`config.mk`:
```
export PLATFORM = sky130hd
export DESIGN_NAME = mult_div_unit
export DESIGN_NICKNAME = d
export VERILOG_FILES = /design/src/rtl/mult_div_unit.sv
export SDC_FILE = /design/constraint.sdc
export NUM_CORES = 1
export LEC_CHECK = 0
export BUFFER_PORTS_ARGS = -buffer_cell sky130_fd_sc_hd__buf_2
export CORE_MARGIN = 2
export CORE_UTILIZATION = 61
export CTS_CLUSTER_DIAMETER = 200
export DETAILED_ROUTE_END_ITERATION = 16
export HOLD_SLACK_MARGIN = 0.06
export PLACE_DENSITY = 0.84
export SYNTH_ARGS = -nofsm -noshare
export SYNTH_HDL_FRONTEND = slang
export SYNTH_SLANG_ARGS = --single-unit
```
`constraint.sdc`:
```
create_clock -name clk -period 10.1 [get_ports clk]
set_input_delay 1.515 -clock clk [delete_from_list [all_inputs] [get_ports clk]]
set_output_delay 1.515 -clock clk [all_outputs]
set_load 0.01 [all_outputs]
```
`src/rtl/mult_div_unit.sv`:
```
// Iterative multiply/divide engine owning the HI/LO pair: one bit per cycle via shift-add
// multiply or restoring divide, with sign fixup and a start/busy/done handshake.
module mult_div_unit #(
    parameter int WIDTH = 32
) (
    input  logic             clk,
    input  logic             rst,
    input  logic             start,
    input  logic [1:0]       op,
    input  logic [WIDTH-1:0] src_a,
    input  logic [WIDTH-1:0] src_b,
    input  logic             abort,
    input  logic             hi_wr,
    input  logic             lo_wr,
    input  logic [WIDTH-1:0] wr_data,
    output logic             busy,
    output logic             done,
    output logic             div_by_zero,
    output logic [WIDTH-1:0] hi,
    output logic [WIDTH-1:0] lo
);

    localparam int CW = $clog2(WIDTH);

    localparam logic [1:0] S_IDLE  = 2'd0;
    localparam logic [1:0] S_PREP  = 2'd1;
    localparam logic [1:0] S_CALC  = 2'd2;
    localparam logic [1:0] S_FIXUP = 2'd3;

    logic [1:0]       state_q, state_d;
    logic [1:0]       op_q, op_d;
    logic [WIDTH-1:0] a_q, a_d;
    logic [WIDTH-1:0] b_q, b_d;
    logic [WIDTH-1:0] opnd_q, opnd_d;
    logic [WIDTH-1:0] acc_q, acc_d;
    logic [WIDTH-1:0] work_q, work_d;
    logic [CW-1:0]    cnt_q, cnt_d;
    logic             neg_quo_q, neg_quo_d;
    logic             neg_rem_q, neg_rem_d;
    logic             dbz_q, dbz_d;
    logic [WIDTH-1:0] hi_q, hi_d;
    logic [WIDTH-1:0] lo_q, lo_d;
    logic             done_q, done_d;
    logic             dbz_out_q, dbz_out_d;

    logic               is_div, a_sgn, b_sgn;
    logic [WIDTH-1:0]   a_mag, b_mag;
    logic [WIDTH:0]     mul_sum, mul_upper;
    logic [WIDTH:0]     rem_sh;
    logic [WIDTH-1:0]   rem_sub;
    logic               div_ge;
    logic [2*WIDTH-1:0] prod, prod_fix;
    logic [WIDTH-1:0]   quo_fix, rem_fix;

    // Datapath helpers; the unsigned magnitude of the most negative value still fits in WIDTH bits.
    always_comb begin
        is_div    = op_q[1];
        a_sgn     = ~op_q[0] & a_q[WIDTH-1];
        b_sgn     = ~op_q[0] & b_q[WIDTH-1];
        a_mag     = a_sgn ? -a_q : a_q;
        b_mag     = b_sgn ? -b_q : b_q;
        mul_sum   = {1'b0, acc_q} + {1'b0, opnd_q};
        mul_upper = work_q[0] ? mul_sum : {1'b0, acc_q};
        rem_sh    = {acc_q, work_q[WIDTH-1]};
        div_ge    = rem_sh >= {1'b0, opnd_q};
        rem_sub   = rem_sh[WIDTH-1:0] - opnd_q;
        prod      = {acc_q, work_q};
        prod_fix  = neg_quo_q ? -prod : prod;
        quo_fix   = neg_quo_q ? -work_q : work_q;
        rem_fix   = neg_rem_q ? -acc_q : acc_q;
    end

    always_comb begin
        state_d   = state_q;
        op_d      = op_q;
        a_d       = a_q;
        b_d       = b_q;
        opnd_d    = opnd_q;
        acc_d     = acc_q;
        work_d    = work_q;
        cnt_d     = cnt_q;
        neg_quo_d = neg_quo_q;
        neg_rem_d = neg_rem_q;
        dbz_d     = dbz_q;
        hi_d      = hi_q;
        lo_d      = lo_q;
        done_d    = 1'b0;
        dbz_out_d = 1'b0;

        case (state_q)
            S_IDLE: begin
                if (hi_wr) hi_d = wr_data;
                if (lo_wr) lo_d = wr_data;
                if (start) begin
                    state_d = S_PREP;
                    op_d    = op;
                    a_d     = src_a;
                    b_d     = src_b;
                end
            end
            S_PREP: begin
                opnd_d    = is_div ? b_mag : a_mag;
                work_d    = is_div ? a_mag : b_mag;
                acc_d     = '0;
                cnt_d     = CW'(WIDTH - 1);
                neg_quo_d = a_sgn ^ b_sgn;
                neg_rem_d = a_sgn;
                dbz_d     = is_div && (b_q == '0);
                state_d   = S_CALC;
            end
            S_CALC: begin
                if (is_div) begin
                    acc_d  = div_ge ? rem_sub : rem_sh[WIDTH-1:0];
                    work_d = {work_q[WIDTH-2:0], div_ge};
                end else begin
                    acc_d  = mul_upper[WIDTH:1];
                    work_d = {mul_upper[0], work_q[WIDTH-1:1]};
                end
                if (cnt_q == '0) state_d = S_FIXUP;
                else             cnt_d   = cnt_q - CW'(1);
            end
            default: begin
                if (dbz_q) begin
                    hi_d      = a_q;
                    lo_d      = '1;
                    dbz_out_d = 1'b1;
                end else if (is_div) begin
                    hi_d = rem_fix;
                    lo_d = quo_fix;
                end else begin
                    hi_d = prod_fix[2*WIDTH-1:WIDTH];
                    lo_d = prod_fix[WIDTH-1:0];
                end
                done_d  = 1'b1;
                state_d = S_IDLE;
            end
        endcase

        // Abort wins over everything in flight, including the commit in FIXUP.
        if (abort && state_q != S_IDLE) begin
            state_d   = S_IDLE;
            hi_d      = hi_q;
            lo_d      = lo_q;
            done_d    = 1'b0;
            dbz_out_d = 1'b0;
        end
    end

    always_ff @(posedge clk or posedge rst) begin
        if (rst) begin
            state_q   <= S_IDLE;
            op_q      <= '0;
            a_q       <= '0;
            b_q       <= '0;
            opnd_q    <= '0;
            acc_q     <= '0;
            work_q    <= '0;
            cnt_q     <= '0;
            neg_quo_q <= 1'b0;
            neg_rem_q <= 1'b0;
            dbz_q     <= 1'b0;
            hi_q      <= '0;
            lo_q      <= '0;
            done_q    <= 1'b0;
            dbz_out_q <= 1'b0;
        end else begin
            state_q   <= state_d;
            op_q      <= op_d;
            a_q       <= a_d;
            b_q       <= b_d;
            opnd_q    <= opnd_d;
            acc_q     <= acc_d;
            work_q    <= work_d;
            cnt_q     <= cnt_d;
            neg_quo_q <= neg_quo_d;
            neg_rem_q <= neg_rem_d;
            dbz_q     <= dbz_d;
            hi_q      <= hi_d;
            lo_q      <= lo_d;
            done_q    <= done_d;
            dbz_out_q <= dbz_out_d;
        end
    end

    assign busy        = (state_q != S_IDLE);
    assign done        = done_q;
    assign div_by_zero = dbz_out_q;
    assign hi          = hi_q;
    assign lo          = lo_q;

endmodule

```
==> impl_metrics.json, run 1 <==
{
  "crit_start": "work_q[10]$_DFFE_PP0N_",
  "clock_sink_count": 238,
  "post_cts_buffers": 0,
  "cts_buffer_depth": 3,
  "outcome": "complete, no violations",
  "hpwlAfterDp_mm": 43.25,
  "startpoint_type": "flip-flop",
  "worst_setup_path_end_kind": "flip-flop",
  "detailed_route_via_count": 17250,
  "postSynthRegisterBits": 238,
  "yosys-top-cells-count": "dfrtp_1 (238), nand2_1 (208), o21ai_0 (188)",
  "timing.max_cap.violations": 0,
  "grt_pass1_vias": 16420,
  "crit_required_ps": 10520,
  "r2r_cells": 11,
  "r2r_setup_slack_ps": 5800,
  "postCtsHoldBufs": 0,
  "synthToLayoutAreaGrowth_pct": 10.79,
  "period_needed_ps": 4303,
  "synth_area_sq_um": 17710,
  "yosysMostFrequentCell": "dfrtp_1",
  "synth_flop_cell": "dfrtp_1",
  "insertedDiodeCount": 0,
  "start_util_pct": 61.86,
  "antenna_found_initial": 0,
  "coreArea_sq_um": 28630,
  "yosysTopAreaCellShare_pct": 33.63,
  "synth_async_sr_flop_share_pct": 100.0,
  "synth_enable_flop_cells": 0,
  "detail_route.wl_per_cell_um": 23.19,
  "clk_transition_reported_paths_ps": 60,
  "clock_insertion_delay_worst_skew_ps": 550,
  "sequential_area_sq_um": 5959,
  "worst-slew-pin-transition_ps": 1175,
  "skew_final_ps": 21.77,
  "synth.distinct_cells": 74,
  "grt_pass1_wl_mm": 92.36,
  "finalHoldViolations": 0,
  "grt_overflow": 0,
  "arrival_ps": 4720,
  "multi_input_area_sq_um": 10920,
  "ctsResizeCount": 0,
  "min-delay-start": "lo[28]$_DFFE_PP0P_",
  "post_synth_xor_area_fraction_pct": 8.655,
  "synth_top_cells_by_area": "dfrtp_1 (34%), xnor2_1 (5.5%), o21ai_0 (5.3%), ha_1 (5.2%), mux2_2 (4.7%)",
  "fillers": 2306,
  "io_pins": 171,
  "die_y_um": 174.4,
  "synth_seq_area_share_pct": 33.63,
  "muxShareOfSynthArea_pct": 10.95,
  "io_buffer_count": 170,
  "critical_path.reg2reg.endpoint": "hi[14]$_DFFE_PP0P_",
  "timing.fmax_mhz": 232.4,
  "setup_violations": 0,
  "post_synth_fa_ha_maj_area_fraction_pct": 5.455,
  "compound_cell_area_share_of_the_yosys_netlist_pct": 21.07,
  "synthesis.yosys.warnings": 0,
  "cts-buffers-inserted": 27,
  "area_share_of_and_or_nand_nor_cells_after_synthesis_pct": 15.45,
  "crit_path_max_fanout": 10,
  "synth_top_family_by_area": "compound AO/OA/AOI/OAI gates",
  "gp_congestion": 1.018,
  "finalSetupTns_ps": 0,
  "routed_wl_mm": 59.16,
  "finalNetCount": 2328,
  "synthesis.nets": 2231,
  "synth_area_leader_cell": "dfrtp_1",
  "htreeDepth": 1,
  "clock-root-buffer": "clkbuf_16",
  "core.rowCount": 62,
  "drc_errors": 0,
  "detail-route-antenna-nets": 0,
  "final_layout_size_suffix_gt1_share_pct": 16.47,
  "setup_repair_after_global_routing_missed_its_margin": "false",
  "cts_tree": "done",
  "viasPerCell": 6.760,
  "timing.max_slew.rel_slack_pct": 20.91,
  "min_period_over_period_pct": 42.60,
  "drt_iter0_drcs": 2421,
  "die_width_um": 174.4,
  "hold-path-endpoint": "lo[28]$_DFFE_PP0P_",
  "detail_route.first_pass.iterations": 9,
  "crit_type": "flip-flop to flip-flop",
  "postSynthAreaPerCell_sq_um": 8.634,
  "hold_depth": 2,
  "regToRegStartpoint": "work_q[10]$_DFFE_PP0N_",
  "die-area_sq_um": 30410,
  "grt_max_degree": 115,
  "report.final.slew_viol_count": 0,
  "syn_inst": 2051,
  "grt_use_total_pct": 38.41,
  "holdCritPathClass": "flip-flop to flip-flop"
}
-- cells in the final DEF, fill, tap and decap left out, types with 18 or more instances in the layout --
cell type,n
a211oi_1,21
a21o_1,27
a21oi_1,126
a31oi_1,21
buf_2,170
buf_4,20
clkbuf_16,27
dfrtp_1,237
ha_1,72
inv_1,92
mux2_2,74
mux2i_1,70
mux4_2,18
nand2_1,207
nand2b_1,38
nand3_1,23
nor2_1,163
nor3_1,39
nor4_1,19
o211ai_1,50
o21ai_0,188
o22ai_1,43
o31ai_1,22
xnor2_1,112
xor2_1,63
-- worst max-delay path by stage --
stage / end / slack (ps) / cells past startpoint
3_3_place_gp: hi[21]$_DFFE_PP0P_ / 6250 / 11
5_1_grt: hi[14]$_DFFE_PP0P_ / 5600 / 11
4_1_cts: hi[14]$_DFFE_PP0P_ / 6070 / 11
2_1_floorplan: a_q[0]$_DFFE_PP0P_ / 2050 / 1
6_report: hi[14]$_DFFE_PP0P_ / 5800 / 11
3_5_place_dp: hi[14]$_DFFE_PP0P_ / 6080 / 11
-- layer usage --
layer	share of wire [%]	up-vias	track usage, %
met3	9.8	269	7.043
met5	0	-	0
met2	46	1149	61.01
met4	6.5	0	21.39
met1	38	8253	49.67
li1	-	7574	-
-- state kept, by name, indices dropped and copies added, names as in the netlist --
name and cells:
acc_q 32, neg_rem_q 1, op_q 2, opnd_q 32, state_q 2, b_q 32
cnt_q 5, div_by_zero 1, a_q 32, dbz_q 1, neg_quo_q 1, work_q 32
done 1, hi 32, lo 32
-- cell families after synthesis --
group	after synthesis
AND/OR/NAND/NOR	585
AO/OA/AOI/OAI	596
flip-flops	238
adder cells (fa/ha/maj)	76
XOR/XNOR	175
multiplexers	162
buffers and inverters	219
-- worst max-delay path, stage by stage (launching register included) --
cell,delay (ps)
dfrtp_1,450
nor4_1,600
nor4b_1,700
nand3_1,420
nor4_2,500
nand2b_1,470
nand3_1,150
o21ai_0,250
xnor2_1,150
nor2_1,50
a2111o_1,340
o311ai_0,100
-- final cells by class --
cell class,instances,share of cell area (%)
inverters,97,1.894
clock buffers,36,3.871
well taps,384,2.449
flip-flops and latches,238,30.38
repair buffers,190,5.102
multi-input cells,1594,55.68
clock inverters,12,0.6250
-- stage by stage --
| step | area [sq um] | cells | hold slack, ps | setup slack [ps] | util, % |
|---|---|---|---|---|---|
| detailed placement | 18740 | 2503 | 465.6 | 6076 | 65.46 |
| finish | 19620 | 2551 | 476.6 | 5797 | 68.54 |
| floorplan | 17710 | 2051 | 479.4 | 2054 | - |
| global placement | 18740 | 2503 | 459.8 | 6251 | 65.46 |
| global route | 19620 | 2551 | 510.1 | 5597 | 68.54 |
| CTS | 19620 | 2551 | 478.4 | 6067 | 68.54 |
Power of run 1 is left out: the tool's default activity adds up to more than one toggle a clock period on the data nets, which glitch-free logic cannot reach.
==> inputs of run 2 (changes only) <==
==> constraint.sdc (replaced) <==
create_clock -name clk -period 4 [get_ports clk]
set_input_delay 0.6 -clock clk [delete_from_list [all_inputs] [get_ports clk]]
set_output_delay 0.6 -clock clk [all_outputs]
set_load 0.01 [all_outputs]
==> run 2 against run 1 <==
Against the previous run: critical path depth down 1; worst hold slack worse by 200 ps; clock skew down 12 ps; fmax increased by 14%; sequential share of layout area shrank 0.34 points; non-clock buffer count up 30; via count rose by 0.31%; routed wire length increased by 0.43%; flip-flop and latch count unchanged; setup slack worse by 5600 ps; highest routed layer unchanged.
==> impl_metrics.json, run 2 (synthesized netlist as in run 1, its figures left out) <==
{
  "outcome": "complete, no violations",
  "critical_path.reg2reg.endpoint": "hi[1]$_DFFE_PP0P_",
  "detail_route.first_pass.iterations": 9,
  "insertedDiodeCount": 0,
  "globalRouteMet1Util_pct": 50.38,
  "grt_max_degree": 74,
  "detailed_route_via_count": 17300,
  "setup.worst_path.end": "hi[1]$_DFFE_PP0P_",
  "drt_iter0_drcs": 2335,
  "crit_path_max_fanout": 4,
  "finalNetCount": 2357,
  "hpwlAfterDp_mm": 44.42,
  "cts_tree": "done",
  "period_needed_ps": 3773,
  "io_pins": 171,
  "die_y_um": 174.4,
  "most-common-layout-cells": "dfrtp_1 (237), nand2_1 (207), o21ai_0 (188), buf_2 (170), nor2_1 (163)",
  "detail-route-antenna-nets": 0,
  "multi_input_area_sq_um": 10930,
  "die-area_sq_um": 30410,
  "r2r_cells": 10,
  "clk_transition_reported_paths_ps": 60,
  "clock_sink_count": 238,
  "coreArea_sq_um": 28630,
  "io_buffer_count": 170,
  "postCtsHoldBufs": 0,
  "post_cts_buffers": 0,
  "timing.max_slew.rel_slack_pct": 29.54,
  "core.rowCount": 62,
  "min_period_over_period_pct": 94.32,
  "finalHoldViolations": 0,
  "groute.layer.met3.usage_pct": 8.136,
  "report.final.slew_viol_count": 0,
  "arrival_ps": 4230,
  "startpoint_type": "flip-flop",
  "gp_congestion": 1.031,
  "skew_final_ps": 10.11,
  "detail_route.wl_per_cell_um": 23.04,
  "sequential_area_sq_um": 5959,
  "synthToLayoutAreaGrowth_pct": 12.04,
  "cts-buffers-inserted": 26,
  "setup_violations": 0,
  "r2r_setup_slack_ps": 230,
  "final_layout_size_suffix_gt1_share_pct": 17.45,
  "global_route.usage.met2_pct": 58.40,
  "grt_pass1_vias": 16700,
  "fillers": 2243,
  "grt_pass1_wl_mm": 92.95,
  "start_util_pct": 61.86,
  "htreeDepth": 1,
  "cts_buffer_depth": 3,
  "ctsResizeCount": 0,
  "timing.fmax_mhz": 265.1,
  "grt_busiest_layer": "met2",
  "setup_repair_after_global_routing_missed_its_margin": "false",
  "holdCritPathClass": "input pin to async pin",
  "crit_required_ps": 4460,
  "grt_use_total_pct": 38.76,
  "clock_insertion_delay_worst_skew_ps": 550,
  "clock-root-buffer": "clkbuf_16",
  "worst-slew-pin-transition_ps": 1055,
  "die_width_um": 174.4,
  "worst_setup_path_end_kind": "flip-flop",
  "final_common_cell": "dfrtp_1",
  "timing.max_cap.violations": 0,
  "grt_overflow": 0,
  "crit_type": "flip-flop to flip-flop",
  "routed_wl_mm": 59.41,
  "viasPerCell": 6.708,
  "finalSetupTns_ps": 0,
  "crit_start": "work_q[22]$_DFFE_PP0N_",
  "regToRegStartpoint": "work_q[22]$_DFFE_PP0N_",
  "drc_errors": 0,
  "antenna_found_initial": 0
}
run 2: worst max-delay path: stages (launching register included):
cell and delay (ps):
dfrtp_1 420, or4_4 550, or4_4 470, or4_4 540, or4_1 520, o21ai_1 220
xnor2_1 150, nor2_1 50, a211oi_1 450, a211oi_1 100, o31ai_1 200
run 2: per-stage QoR:
step	worst slack, ps	hold slack (ps)	cells	utilization [%]	cell area, sq um
3_5_place_dp	196.8	461.4	2533	66.36	19000
6_report	227.2	273.1	2579	69.31	19840
3_3_place_gp	228.3	457.0	2533	66.36	19000
5_1_grt	25.48	284.9	2579	69.31	19840
2_1_floorplan	280.1	479.4	2051	-	17710
4_1_cts	168.8	274.4	2579	69.29	19830
run 2: worst min path at each step:
stage | start | end | cells past startpoint
3_5_place_dp | lo[14]$_DFFE_PP0P_ | lo[14]$_DFFE_PP0P_ | 1
5_1_grt | src_b[14] | b_q[14]$_DFFE_PP0P_ | 2
2_1_floorplan | a_q[14]$_DFFE_PP0P_ | a_q[14]$_DFFE_PP0P_ | 1
6_report | rst | lo[25]$_DFFE_PP0P_ | 2
4_1_cts | src_a[12] | a_q[12]$_DFFE_PP0P_ | 2
3_3_place_gp | hi[1]$_DFFE_PP0P_ | hi[1]$_DFFE_PP0P_ | 2
run 2: metal layers:
metal / up-vias / routed length (um) / part of all wire [%]
met5: - / 0 / 0
met3: 306 / 5923 / 10
met1: 8191 / 22630 / 38
met2: 1152 / 25870 / 44
li1: 7650 / - / -
met4: 0 / 4983 / 8.4
run 2: area by class of cell:
| type | count | area share [%] |
|---|---|---|
| multi-input combinational | 1594 | 55.09 |
| sequential | 238 | 30.04 |
| timing repair buffer | 220 | 6.369 |
| clock buffer | 36 | 3.677 |
| tap | 384 | 2.422 |
| inverter | 97 | 1.854 |
| clock inverter | 10 | 0.5487 |
Power of run 2 is left out for the same reason.
